**src/rtl/decode_issue_scoreboard_pkg.sv**
```systemverilog
// rtl/decode_issue_scoreboard_pkg.sv - shared sizes and FSM encoding for the decode issue scoreboard
package decode_issue_scoreboard_pkg;

  localparam int NUM_REGS  = 16;
  localparam int REG_IDX_W = 4;
  localparam int PEND_W    = 2;
  localparam int CC_PEND_W = 3;
  localparam int BR_SHADOW = 3;
  localparam int SHADOW_W  = 2;

  typedef enum logic {
    ST_IDLE   = 1'b0,
    ST_SHADOW = 1'b1
  } issue_state_e;

endpackage

```
**src/rtl/decode_issue_scoreboard_pending_counter_array.sv**
```systemverilog
// rtl/decode_issue_scoreboard_pending_counter_array.sv - per-register saturating pending-write counters
module decode_issue_scoreboard_pending_counter_array
  import decode_issue_scoreboard_pkg::*;
(
  input  logic                             clk,
  input  logic                             rst,
  input  logic                             en,
  input  logic                             inc_valid,
  input  logic [REG_IDX_W-1:0]             inc_idx,
  input  logic                             dec_valid,
  input  logic [REG_IDX_W-1:0]             dec_idx,
  output logic [NUM_REGS-1:0][PEND_W-1:0]  pend,
  output logic [NUM_REGS-1:0]              pend_mask,
  output logic                             underflow
);

  localparam logic [PEND_W-1:0] PEND_MAX = '1;

  logic [NUM_REGS-1:0][PEND_W-1:0] pend_next;
  logic [NUM_REGS-1:0]             mask_next;
  logic [NUM_REGS-1:0]             inc_hit;
  logic [NUM_REGS-1:0]             dec_hit;

  // A retire to an idle register is an underflow and never decrements
  assign underflow = dec_valid && (pend[dec_idx] == '0);

  // Next counter values; matching increment and decrement cancel out
  always_comb begin
    pend_next = pend;
    mask_next = '0;
    inc_hit   = '0;
    dec_hit   = '0;
    for (int r = 0; r < NUM_REGS; r++) begin
      inc_hit[r] = inc_valid && (inc_idx == REG_IDX_W'(r));
      dec_hit[r] = dec_valid && (dec_idx == REG_IDX_W'(r)) && (pend[r] != '0);
      if (inc_hit[r] && !dec_hit[r]) begin
        if (pend[r] != PEND_MAX) pend_next[r] = pend[r] + PEND_W'(1);
      end else if (dec_hit[r] && !inc_hit[r]) begin
        pend_next[r] = pend[r] - PEND_W'(1);
      end
      mask_next[r] = (pend_next[r] != '0);
    end
  end

  // Counter and mask registers, frozen while the pipeline is disabled
  always_ff @(posedge clk) begin
    if (rst) begin
      pend      <= '0;
      pend_mask <= '0;
    end else if (en) begin
      pend      <= pend_next;
      pend_mask <= mask_next;
    end
  end

endmodule

```
**src/rtl/decode_issue_scoreboard.sv**
```systemverilog
// rtl/decode_issue_scoreboard.sv - decode issue grant/stall and branch shadow control (optional WRITEBACK_BYPASS_EN)
module decode_issue_scoreboard
  import decode_issue_scoreboard_pkg::*;
(
  input  logic                  I_CLOCK,
  input  logic                  I_RESET,
  input  logic                  I_LOCK,
  input  logic                  I_IssueValid,
  input  logic                  I_Src1Used,
  input  logic [REG_IDX_W-1:0]  I_Src1Idx,
  input  logic                  I_Src2Used,
  input  logic [REG_IDX_W-1:0]  I_Src2Idx,
  input  logic                  I_DestWrite,
  input  logic [REG_IDX_W-1:0]  I_DestIdx,
  input  logic                  I_IsBranch,
  input  logic                  I_NeedsCC,
  input  logic                  I_WriteBackEnable,
  input  logic [REG_IDX_W-1:0]  I_WriteBackRegIdx,
  input  logic                  I_BranchResolved,
  output logic                  O_IssueGrant,
  output logic                  O_DepStallSignal,
  output logic                  O_BranchStallSignal,
  output logic [NUM_REGS-1:0]   O_PendingMask,
  output logic                  O_Error
);

  localparam logic [PEND_W-1:0]    PEND_MAX = '1;
  localparam logic [CC_PEND_W-1:0] CC_MAX   = '1;

  logic [NUM_REGS-1:0][PEND_W-1:0] pend;
  logic [CC_PEND_W-1:0]            cc_pend;
  issue_state_e                    state, state_next;
  logic [SHADOW_W-1:0]             shadow_cnt, shadow_cnt_next;
  logic                            reg_underflow, cc_underflow;
  logic                            src1_byp, src2_byp, cc_byp;
  logic                            hazard, idle, grant, cc_inc, cc_dec;

`ifdef WRITEBACK_BYPASS_EN
  // The retiring write reaches the register file this cycle, so the last pending write no longer blocks readers
  assign src1_byp = I_WriteBackEnable && (I_WriteBackRegIdx == I_Src1Idx) && (pend[I_Src1Idx] == PEND_W'(1));
  assign src2_byp = I_WriteBackEnable && (I_WriteBackRegIdx == I_Src2Idx) && (pend[I_Src2Idx] == PEND_W'(1));
  assign cc_byp   = I_WriteBackEnable && (cc_pend == CC_PEND_W'(1));
`else
  assign src1_byp = 1'b0;
  assign src2_byp = 1'b0;
  assign cc_byp   = 1'b0;
`endif

  assign hazard = (I_Src1Used  && (pend[I_Src1Idx] != '0) && !src1_byp) ||
                  (I_Src2Used  && (pend[I_Src2Idx] != '0) && !src2_byp) ||
                  (I_DestWrite && (pend[I_DestIdx] == PEND_MAX))        ||
                  (I_NeedsCC   && (cc_pend != '0) && !cc_byp);

  assign idle                = (state == ST_IDLE);
  assign grant               = I_LOCK && I_IssueValid && !hazard && idle;
  assign O_IssueGrant        = grant;
  assign O_DepStallSignal    = I_LOCK && I_IssueValid && hazard && idle;
  assign O_BranchStallSignal = I_LOCK && (!idle || (I_IssueValid && I_IsBranch));

  assign cc_underflow = I_WriteBackEnable && (cc_pend == '0);
  assign cc_inc       = grant && I_DestWrite;
  assign cc_dec       = I_WriteBackEnable && !cc_underflow;

  decode_issue_scoreboard_pending_counter_array u_pend (
    .clk       (I_CLOCK),
    .rst       (I_RESET),
    .en        (I_LOCK),
    .inc_valid (grant && I_DestWrite),
    .inc_idx   (I_DestIdx),
    .dec_valid (I_WriteBackEnable),
    .dec_idx   (I_WriteBackRegIdx),
    .pend      (pend),
    .pend_mask (O_PendingMask),
    .underflow (reg_underflow)
  );

  // Condition-code producer count: every granted register writer sets CC, every retire clears one
  always_ff @(posedge I_CLOCK) begin
    if (I_RESET) begin
      cc_pend <= '0;
    end else if (I_LOCK) begin
      if (cc_inc && !cc_dec) begin
        if (cc_pend != CC_MAX) cc_pend <= cc_pend + CC_PEND_W'(1);
      end else if (cc_dec && !cc_inc) begin
        cc_pend <= cc_pend - CC_PEND_W'(1);
      end
    end
  end

  // Sticky error on any retire that finds nothing outstanding
  always_ff @(posedge I_CLOCK) begin
    if (I_RESET) begin
      O_Error <= 1'b0;
    end else if (I_LOCK && (reg_underflow || cc_underflow)) begin
      O_Error <= 1'b1;
    end
  end

  // Branch shadow state register
  always_ff @(posedge I_CLOCK) begin
    if (I_RESET) begin
      state      <= ST_IDLE;
      shadow_cnt <= '0;
    end else if (I_LOCK) begin
      state      <= state_next;
      shadow_cnt <= shadow_cnt_next;
    end
  end

  // Shadow sequencing: enter on a granted branch, leave on countdown expiry or early resolution
  always_comb begin
    state_next      = state;
    shadow_cnt_next = shadow_cnt;
    case (state)
      ST_IDLE: begin
        if (grant && I_IsBranch) begin
          state_next      = ST_SHADOW;
          shadow_cnt_next = SHADOW_W'(BR_SHADOW - 1);
        end
      end
      ST_SHADOW: begin
        if (I_BranchResolved || (shadow_cnt == '0)) begin
          state_next      = ST_IDLE;
          shadow_cnt_next = '0;
        end else begin
          shadow_cnt_next = shadow_cnt - SHADOW_W'(1);
        end
      end
    endcase
  end

endmodule

```
**config.mk**
```make
export PLATFORM = sky130hd
export DESIGN_NAME = decode_issue_scoreboard
export DESIGN_NICKNAME = d
export VERILOG_FILES = /design/src/rtl/decode_issue_scoreboard_pkg.sv /design/src/rtl/decode_issue_scoreboard_pending_counter_array.sv /design/src/rtl/decode_issue_scoreboard.sv
export SDC_FILE = /design/constraint.sdc
export NUM_CORES = 1
export LEC_CHECK = 0
export CORE_ASPECT_RATIO = 1.75
export CORE_MARGIN = 2
export CORE_UTILIZATION = 50
export DETAILED_ROUTE_END_ITERATION = 7
export PLACE_DENSITY = 0.78
export SLEW_MARGIN = 25
export SYNTH_ARGS = -nofsm -noshare
export SYNTH_HDL_FRONTEND = slang
export SYNTH_SLANG_ARGS = --single-unit
```
**constraint.sdc**
```tcl
create_clock -name I_CLOCK -period 8.3 [get_ports I_CLOCK]
set_clock_uncertainty 0.2 [all_clocks]
set_input_delay 1.66 -clock I_CLOCK [delete_from_list [all_inputs] [get_ports I_CLOCK]]
set_output_delay 1.66 -clock I_CLOCK [all_outputs]
set_load 0.02 [all_outputs]
```
==> run metrics, run 1 <==
full die area 11,500 um^2; Reg2Reg Depth 12; Post-synth EDFFs 0; post-route antenna net violation count 0; global-route wire length before repair 24,900 um; PD cells 102 nW/um^2; hold path startpoint shadow_cnt[1]$_SDFFE_PP0P_; Via Count 5,150; status completed; Synth Register Bits 55; cts hold-fix bufs 0; clk slew on worst S/H paths 70 ps; initial core utilization 51.5%; worst-case hold path end point shadow_cnt[1]$_SDFFE_PP0P_; gr ovfl total 0; CTS root buffer clkbuf_16; crit start category input port; flop-to-flop setup slack 4230 ps; maximum clock path buffer count 2; largest net degree at the start of global routing 67; initial antenna violation count 0; library cells used by synthesis 56; Tcrit/Tclk final 80.2%; Pre-antenna DRT Iters 5; hold depth 1; Skew-Pair Late Insertion Delay 300 ps; area share of the largest cell type after synthesis 20.7%; Rows 49; final WL 15,200 um; Cells after Synth 670; IO Count 47; Hold Violations, Final 0; Synth async-reset ratio 0%; Post CTS Setup Buffer Count 0; Final min period 6660 ps; total track usage 27.8%; reg-to-reg endpoint cc_pend[2]$_SDFFE_PP0P_; max-slew violations 0; Max IR drop VDD 89.3 uV; Ys Warns 0; vias in the first global route 5,219; critical path fanouts, max 13; fmax 150 MHz; dominant cell type by area after synthesis dfxtp_1; worst r2r src u_pend.pend[12]$_SDFFE_PP0P_; GP Congestion 0.964; Final HPWL DP 11,400 um; PortBufs 46; Post-route DRC 0; clk sink count 55; Final Total Pwr 605 uW; setup TNS 0 ps; setup violators final 0; Die X 81.9 um; sequential area share after synthesis 20.7%; Syn Nets 747; # Max-Cap Violations 0; drt wl/cell 18.7 um; Lkg Pwr 0.00185 uW; Die H 140 um; top_reg_cell synth dfxtp_1; Resized cells post-CTS 0; # H-tree levels 2; worst rel slew slack 46.8%; fillers 953; core area 10,300 um^2; crit end category output pin; Synth Cell Area 5310 um^2; cts bufs inserted 5; Vias/cell 6.33; share of cells above drive strength 1 7.13%; antenna cells 0; Hold WC Path Type reg -> reg; RSZ-0062 raised after global routing false; Critical Path RT 6440 ps; Final #Nets 763; initial drt markers 369; Slew @ Worst Pin 796 ps; CTS tree done; Area Overhead vs Synth 11.8%; top post-synthesis cells by area dfxtp_1, ha_1, nand2_1; Crit path arrival time 4800 ps; Setup Crit Path Kind in -> out; mean area per synthesized cell 7.92 um^2
-- registers in the layout, indices dropped and copies added (netlist names) --
name	cells
O_Error	1
cc_pend	3
u_pend.pend_mask	16
state	1
shadow_cnt	2
u_pend.pend	32
-- layer usage --
metal	vias to the layer above	GRT usage (%)	part of all wire [%]	routed length [um]
met5	-	0	0	0
li1	2467	-	-	-
met4	0	15.8	4.7	719
met2	165	48.4	52	7880
met1	2472	30.7	39	5940
met3	46	4.51	4.6	697
-- power by group --
group	internal [uW]	switching [uW]	leakage (uW)	total, uW
registers	270	5.49	0.000446	276
clock network	112	101	0.0000679	213
logic	45.7	71.6	0.00134	117
-- synthesized netlist by cell type (all sizes together), types with 17 or more instances --
| cell | count |
|---|---|
| mux2 | 23 |
| o21ai | 42 |
| nor4 | 17 |
| dfxtp | 55 |
| a311oi | 19 |
| clkbuf | 33 |
| ha | 49 |
| nor2 | 58 |
| o211ai | 21 |
| nor3 | 18 |
| inv | 37 |
| a21oi | 44 |
| nand2 | 98 |
-- worst max path at each step --
stage               slack, ps  cells after the start                to          from
global route             1400                      9      O_IssueGrant  I_DestIdx[1]
floorplan                2690                      6  O_DepStallSignal  I_Src2Idx[2]
global placement         1710                      9  O_DepStallSignal  I_DestIdx[1]
CTS                      1670                      9  O_DepStallSignal  I_DestIdx[1]
detailed placement       1690                      9  O_DepStallSignal  I_DestIdx[1]
finish                   1640                      9  O_DepStallSignal  I_DestIdx[1]
-- kinds of logic (layout without fill, tap and decap cells) --
logic type                 Yosys count  count (layout)  synth area share (%)
AOI/OAI and AO/OA                  171             171                  21.9
xor gates and xnor gates            12              12                  1.98
adders and majority gates           50              50                  11.9
buffers and inverters               80              97                  6.37
DFF                                 55              55                  20.7
muxes                               38              38                  10.6
and+or+nand+nor                    264             264                  26.5
-- layout make-up --
type                    count  area [um^2]  area share, %
well taps                 127          159           2.68
repair buffers             52          498           8.40
flip-flops and latches     55         1100           18.6
clock buffers               7          133           2.24
inverters                  37          139           2.34
clock inverters             1         5.00         0.0844
multi-input cells         535         3900           65.7
-- worst max-delay path, stage by stage --
cell	delay, ps
clkdlybuf4s50_1	650
mux4_2	450
nor2_1	40
or4_1	520
a22oi_2	170
buf_4	330
nor2_1	110
a21boi_0	220
clkdlybuf4s50_1	650
-- cells in the final DEF, fill, tap and decap left out, types with 7 or more instances in the layout --
| cell | synthesis | layout |
|---|---|---|
| clkdlybuf4s50_1 | 0 | 44 |
| a32oi_1 | 8 | 8 |
| buf_4 | 1 | 7 |
| nor3_1 | 18 | 18 |
| o2111a_1 | 10 | 10 |
| nor4_1 | 7 | 7 |
| o21ai_0 | 42 | 42 |
| mux2_1 | 19 | 19 |
| o211ai_1 | 21 | 21 |
| nor4_4 | 9 | 9 |
| nand3_1 | 16 | 16 |
| dfxtp_1 | 55 | 55 |
| inv_1 | 37 | 37 |
| nand2_1 | 98 | 98 |
| ha_1 | 49 | 49 |
| nor2_1 | 58 | 58 |
| nand2b_1 | 9 | 9 |
| or3_1 | 14 | 14 |
| a31oi_1 | 8 | 8 |
| a21oi_1 | 44 | 44 |
| a311oi_1 | 18 | 17 |
| mux4_2 | 12 | 12 |
| xnor2_1 | 12 | 12 |
-- through the flow --
stage / hold slack (ps) / std cells / instance area, um^2 / util (%) / worst slack, ps
floorplan: 240 / 670 / 5310 / - / 2690
global placement: 249 / 806 / 5790 / 56.2 / 1710
detailed placement: 262 / 806 / 5790 / 56.2 / 1690
CTS: 279 / 814 / 5930 / 57.6 / 1670
global route: 308 / 814 / 5930 / 57.6 / 1400
finish: 274 / 814 / 5930 / 57.6 / 1640
Power figures use the tool's default switching activity.
==> run 2: changes to the inputs <==
PLACE_DENSITY = 0.8   (was 0.78)
clock period = 6 ns   (was 8.3 ns; I/O delays follow)
==> run 2 against run 1 <==
Effect of this change: sequential share of layout area is 0.16 points lower; highest routed layer unchanged; die area stayed put; critical path type unchanged; cell area is 0.84% higher; utilization is 0.49 points higher; setup slack worse by 1100 ps; largest cell class unchanged; clock power is 37% higher.
==> run metrics, run 2 (synthesized netlist as in run 1, its figures left out) <==
# H-tree levels 2; Slew @ Worst Pin 668 ps; Reg2Reg Depth 11; Tcrit/Tclk final 90.9%; Final min period 5460 ps; Critical Path Sink O_DepStallSignal; PortBufs 46; critical path fanouts, max 13; reg-to-reg endpoint cc_pend[2]$_SDFFE_PP0P_; Top Registers u_pend.pend (32), u_pend.pend_mask (16), cc_pend (3); global-route wire length before repair 24,600 um; Critical Path RT 4600 ps; worst r2r src u_pend.pend[12]$_SDFFE_PP0P_; post-route antenna net violation count 0; Resized cells post-CTS 0; register area 1100 um^2; final WL 15,600 um; Lkg Pwr 0.00188 uW; Crit path arrival time 4060 ps; max reg flops 32; Post CTS Setup Buffer Count 0; IO Count 47; Pre-antenna DRT Iters 5; core area 10,300 um^2; initial core utilization 51.5%; GP Congestion 0.950; total track usage 27.6%; RSZ-0062 raised after global routing false; flop-to-flop setup slack 2160 ps; worst rel slew slack 55.1%; Die X 81.9 um; register name with the most flops u_pend.pend; Final #Nets 770; Rows 49; critical path launch point I_DestIdx[1]; Final Total Pwr 840 uW; crit end category output pin; Area Overhead vs Synth 12.7%; setup violators final 0; Vias/cell 6.37; initial drt markers 332; Via Count 5,229; most frequent cells in the layout nand2_1, nor2_1, dfxtp_1; fillers 933; vias in the first global route 5,096; area occupied by multi-input gates 3900 um^2; Final HPWL DP 11,600 um; gr ovfl total 0; full die area 11,500 um^2; PD cells 140 nW/um^2; initial antenna violation count 0; clk sink count 55; setup TNS 0 ps; share of cells above drive strength 1 8.07%; crit start category input port; Skew-Pair Late Insertion Delay 300 ps; Hold Violations, Final 0; cts hold-fix bufs 0; Hold WC Path Type reg -> reg; fmax 183 MHz; Setup Crit Path Kind in -> out; status completed; max-slew violations 0; Post-route DRC 0; antenna cells 0; CTS root buffer clkbuf_16; largest net degree at the start of global routing 66; cts bufs inserted 5; Die H 140 um; Max IR drop VDD 105 uV; maximum clock path buffer count 2; clk slew on worst S/H paths 70 ps; # Max-Cap Violations 0; CTS tree done; commonest non-fill, non-tap cell in the layout nand2_1; drt wl/cell 19.1 um
[run 2: cell types whose count changed in the layout (fill, tap and decap cells not counted)]
cell | before | now
buf_4 | 7 | 13
buf_2 | 1 | 2
[run 2: worst min-delay path by stage]
stage | startpoint | cells past startpoint | endpoint | slack (ps)
2_1_floorplan | shadow_cnt[1]$_SDFFE_PP0P_ | 1 | shadow_cnt[1]$_SDFFE_PP0P_ | 240
3_3_place_gp | shadow_cnt[1]$_SDFFE_PP0P_ | 1 | shadow_cnt[1]$_SDFFE_PP0P_ | 250
3_5_place_dp | shadow_cnt[1]$_SDFFE_PP0P_ | 1 | shadow_cnt[1]$_SDFFE_PP0P_ | 260
6_report | shadow_cnt[1]$_SDFFE_PP0P_ | 1 | shadow_cnt[1]$_SDFFE_PP0P_ | 270
5_1_grt | shadow_cnt[1]$_SDFFE_PP0P_ | 1 | shadow_cnt[1]$_SDFFE_PP0P_ | 290
4_1_cts | shadow_cnt[1]$_SDFFE_PP0P_ | 1 | shadow_cnt[1]$_SDFFE_PP0P_ | 270
[run 2: layout make-up]
class                      count  area share, %
multi-input combinational    535           65.1
sequential                    55           18.4
timing repair buffer          59           9.16
tap                          127           2.66
inverter                      37           2.32
clock buffer                   7           2.22
clock inverter                 1         0.0837
[run 2: power breakdown]
| group | switching [uW] | internal [uW] |
|---|---|---|
| registers | 7.43 | 374 |
| clock network | 136 | 155 |
| logic | 102 | 66.0 |
| total | 245 | 595 |
[run 2: metal layers]
| layer | global-route usage [%] | vias to the layer above | share of wire, % |
|---|---|---|---|
| met4 | 14.6 | 0 | 4.2 |
| met3 | 3.22 | 61 | 4.7 |
| li1 | - | 2483 | - |
| met1 | 30.9 | 2490 | 38 |
| met5 | 0 | - | 0 |
| met2 | 49.2 | 195 | 53 |
[run 2: per-stage QoR]
step                instance area [um^2]  cells  hold WS (ps)  util, %  setup slack, ps
floorplan                           5310    670           240        -             1310
global placement                    5840    813           248     56.7              571
detailed placement                  5840    813           255     56.7              557
CTS                                 5980    821           272     58.1              537
global route                        5980    821           285     58.1              394
finish                              5980    821           268     58.1              545
[run 2: critical path, cell delays in order]
cell             delay [ps]
clkdlybuf4s50_1         670
mux4_2                  460
nor2_1                   40
or4_1                   530
a22oi_2                 200
nor2_1                  100
a21boi_0                210
clkdlybuf4s50_1         640
==> run 3: changes to the inputs <==
clock period = 4.6 ns   (was 6 ns; I/O delays follow)
==> run 3 against run 2 <==
Effect of this change: clock-buffer cell count did not move; first-iteration DRC count fell by 0.60%; cell area is 2.7% higher; via count is 1.6% higher; final cell count up 2.7%; clock power up 29%; utilization up 1.6 points.
==> run metrics, run 3 (synthesized netlist as in run 1, its figures left out) <==
PD cells 180 nW/um^2; Skew-Pair Late Insertion Delay 300 ps; initial drt markers 330; # Max-Cap Violations 0; vias in the first global route 5,278; Gate power share 20.9%; Slew @ Worst Pin 675 ps; CTS tree done; worst rel slew slack 55.0%; clk sink count 55; net switching power 319 uW; Crit path arrival time 3340 ps; most frequent cells in the layout nand2_1, nor2_1, dfxtp_1; Final Total Pwr 1100 uW; pre-CTS WS -155 ps; Post-route DRC 0; setup ws final 144 ps; max-slew violations 0; post-route antenna net violation count 0; status completed; Vias/cell 6.30; PortBufs 46; Rows 49; crit start category input port; reg-to-reg endpoint cc_pend[2]$_SDFFE_PP0P_; Critical Path RT 3480 ps; Top Registers u_pend.pend (32), u_pend.pend_mask (16), cc_pend (3); Reg2Reg Depth 11; initial core utilization 51.5%; Layout Cells excl Fill 843; commonest non-fill, non-tap cell in the layout nand2_1; GRT met1 Usage 29.5%; flop-to-flop setup slack 740 ps; dpl cells 835; Die H 140 um; Post CTS Setup Buffer Count 0; met2 Track Usage GR 49.2%; GP Congestion 0.993; grt met3 use 4.77%; RSZ-0062 raised after global routing false; clk slew on worst S/H paths 70 ps; Pre-antenna DRT Iters 5; cts hold-fix bufs 0; Die X 81.9 um; Post-Place Cell Area 6010 um^2; gr ovfl total 0; antenna cells 0; maximum clock path buffer count 2; IO Count 47; busiest layer in global routing met2; Critical Path Sink O_IssueGrant; clock network fraction of design power 34.0%; Final min period 4460 ps; Setup Crit Path Kind in -> out; fillers 942; register name with the most flops u_pend.pend; fin area 6140 um^2; hold depth 1; CTS root buffer clkbuf_16; fmax 224 MHz; Hold Violations, Final 0; worst r2r src u_pend.pend[12]$_SDFFE_PP0P_; max reg flops 32; final WL 15,900 um; Sw Share 28.9%; Lkg Pwr 0.00200 uW; initial antenna violation count 0; total track usage 28.3%; Final HPWL DP 12,200 um; Tcrit/Tclk final 96.9%; critical path fanouts, max 4; share of cells above drive strength 1 10.9%; cts bufs inserted 5; Final #Nets 792; drt wl/cell 18.9 um; global-route wire length before repair 25,200 um; Reg power frac 45.1%; internal power 784 uW; Hold WC Path Type reg -> reg; register area 1100 um^2; Max IR drop VDD 165 uV; Worst Hold Margin 270 ps; full die area 11,500 um^2; crit end category output pin; core area 10,300 um^2; largest net degree at the start of global routing 66; # H-tree levels 2; Via Count 5,313; Resized cells post-CTS 3; critical path launch point I_Src2Idx[2]; area occupied by multi-input gates 3900 um^2; Area Overhead vs Synth 15.8%; setup violators final 0
## run 3: area by class of cell
class | instances | area share (%)
inverter | 37 | 2.26
multi-input combinational | 535 | 63.4
clock buffer | 7 | 2.16
clock inverter | 1 | 0.0814
tap | 127 | 2.59
timing repair buffer | 81 | 11.6
sequential | 55 | 17.9
## run 3: how the worst min path moves through the flow
stage                                     from                         end
global placement    shadow_cnt[1]$_SDFFE_PP0P_  shadow_cnt[1]$_SDFFE_PP0P_
floorplan           shadow_cnt[1]$_SDFFE_PP0P_  shadow_cnt[1]$_SDFFE_PP0P_
global route        shadow_cnt[1]$_SDFFE_PP0P_  shadow_cnt[1]$_SDFFE_PP0P_
CTS                 shadow_cnt[1]$_SDFFE_PP0P_  shadow_cnt[1]$_SDFFE_PP0P_
finish              shadow_cnt[1]$_SDFFE_PP0P_  shadow_cnt[1]$_SDFFE_PP0P_
detailed placement  shadow_cnt[1]$_SDFFE_PP0P_  shadow_cnt[1]$_SDFFE_PP0P_
## run 3: critical path: stages
cell and delay (ps):
clkdlybuf4s50_1 590, mux4_2 540, a221oi_2 380, a311oi_4 90
a21oi_1 210, and3_1 250, dlygate4sd2_1 350
## run 3: metrics by stage
stage          utilization (%)  setup TNS (ps)
3_5_place_dp              58.3            -348
2_1_floorplan                -               0
3_3_place_gp              58.3           -83.7
6_report                  59.7               0
4_1_cts                   59.6               0
5_1_grt                   59.7               0
## run 3: per-layer routing
metal / up-vias / wire length [um]
met4: 0 / 952
met3: 57 / 846
met2: 194 / 8300
met5: - / 0
met1: 2536 / 5820
li1: 2526 / -
## run 3: power groups by stage
stage	registers (uW)	clock network, uW	logic (uW)
detailed placement	508	0	230
global placement	508	0	224
global route	499	398	248
floorplan	514	0	127
finish	497	375	231
CTS	497	386	230
==> variant, RTL diff (flow settings as in run 2) <==
`NUM_REGS`: 16 -> 32.
--- a/src/rtl/decode_issue_scoreboard_pkg.sv
+++ b/src/rtl/decode_issue_scoreboard_pkg.sv
@@ -3,3 +3,3 @@
 
-  localparam int NUM_REGS  = 16;
+  localparam int NUM_REGS  = 32;
   localparam int REG_IDX_W = 4;
Interface: changed (resized O_PendingMask); port bits go from 47 to 63. No check against the original RTL was run, so the function may have changed too.
==> variant against run 2 <==
First-iteration DRC count is 56% higher. Cell count is 65% higher. Setup slack worse by 0.025 ns. Die area is 62% higher. Final area is 62% higher. Highest routed layer unchanged. Largest power group unchanged. Total power is 95% higher. Core utilization is 1.9 points lower. Area after synthesis is 65% higher. Largest cell class unchanged. Wire length is 59% higher. Global-route usage is 1.2 points lower. Non-clock buffer count is 16 higher. Sequential cell count is 48 higher.
==> variant: results (changes against run 2) <==
dr.first_iter.drc_count: 517  # +56%
holdPathEnd: "O_Error$_SDFFE_PP0P_"
wl_met1_mm: 9.40  # +56%
globalplace.congestion: 0.978  # +3.0%
ys_seq_elements: 103  # +87%
multi_input_area_share_pct: 62.3  # -2.9 points
drive_gt1_share_pct: 8.04  # -0.033 points
grtUsageTotal_pct: 26.4  # -1.2 points
grt_pass1_wl_mm: 39.5  # +60%
clk_latency_ns: 0.37  # +0.07 ns
drtPass1Iterations: 6  # +1
inv_count: 80  # +120%
arrival_ns: 4.08  # +0.02 ns
seq_area_mm2: 0.00206  # +87%
bufAreaShareNonClock_pct: 7.35  # -1.8 points
wl_met3_mm: 1.13  # +54%
cts_buffers: 9  # +4
vias: 8383  # +60%
startpoint: "I_DestIdx[0]"
grt_pass1_vias: 7882  # +55%
clock_area_share_pct: 3.07  # +0.77 points
buffers: 75  # +27%
tightest_slew_ns: 0.869  # +0.202 ns
postPlaceCellArea_mm2: 0.00941  # +61%
place_hpwl_mm: 18.4  # +59%
fin_crit_sh_pct: 91.3  # +0.42 points
multi_input_gates: 846  # +58%
n_clock_buffer: 10  # +3
portBuffers: 62  # +35%
status: "completed"
n_fill_cell: 1621  # +74%
leakage_nw: 3.35  # +78%
hold-worst-slack_ns: 0.257  # -0.0116 ns
reg_top3: "u_pend.pend x64, u_pend.pend_mask x32, cc_pend x3"
yosysSeqAreaShare_pct: 23.5  # +2.8 points
power.switching_w: 0.000495  # +100%
cpPeakStageDelay_ns: 0.85  # +0.18 ns
htreeDepth: 3  # +1
worst-r2r-cell-count: 10  # -1
post-place-ws_ns: 0.556  # -0.00128 ns
-- variant: cell types whose count changed in the layout (fill, tap and decap cells not counted), moves of 12 or more --
| cell | change |
|---|---|
| a211oi_1 | +36 |
| a21oi_1 | +22 |
| a311oi_1 | -12 |
| a31oi_1 | +13 |
| clkdlybuf4s50_1 | +16 |
| dfxtp_1 | +48 |
| ha_1 | +32 |
| inv_1 | +42 |
| mux2_1 | -19 |
| mux2i_1 | +19 |
| nand3_1 | +15 |
| nor2_1 | +39 |
| nor3_1 | +40 |
| xnor2_1 | +29 |
-- variant: per-layer routing --
metal	GRT usage [%]	vias up
met3	3.85	80
met1	28.6	4018
li1	-	4024
met2	47.5	261
met5	0	-
met4	17.7	0
-- variant: through the flow --
stage	total power (W)	cells
after detailed placement	0.00103	1335
after floorplan	0.000929	1100
after global routing	0.00170	1351
final	0.00164	1351
after CTS	0.00164	1351
after global placement	0.00102	1335
-- variant: power by group through the flow --
stage          logic [W]  clock network, W  registers (W)
5_1_grt         0.000318          0.000658       0.000727
2_1_floorplan   0.000180                 0       0.000749
3_5_place_dp    0.000289                 0       0.000740
6_report        0.000294          0.000622       0.000724
4_1_cts         0.000290          0.000627       0.000724
3_3_place_gp    0.000285                 0       0.000739
-- variant: logic make-up (layout without fill, tap and decap cells) --
| group | after synthesis | count (layout) | share of synthesized area (%) |
|---|---|---|---|
| xor+xnor | 44 | 44 | 4.40 |
| compound gates | 276 | 276 | 21.8 |
| fa+ha+maj | 82 | 82 | 11.8 |
| mux | 44 | 44 | 7.44 |
| buf+inv | 151 | 171 | 7.40 |
| flops | 103 | 103 | 23.5 |
| simple gates | 400 | 400 | 23.6 |
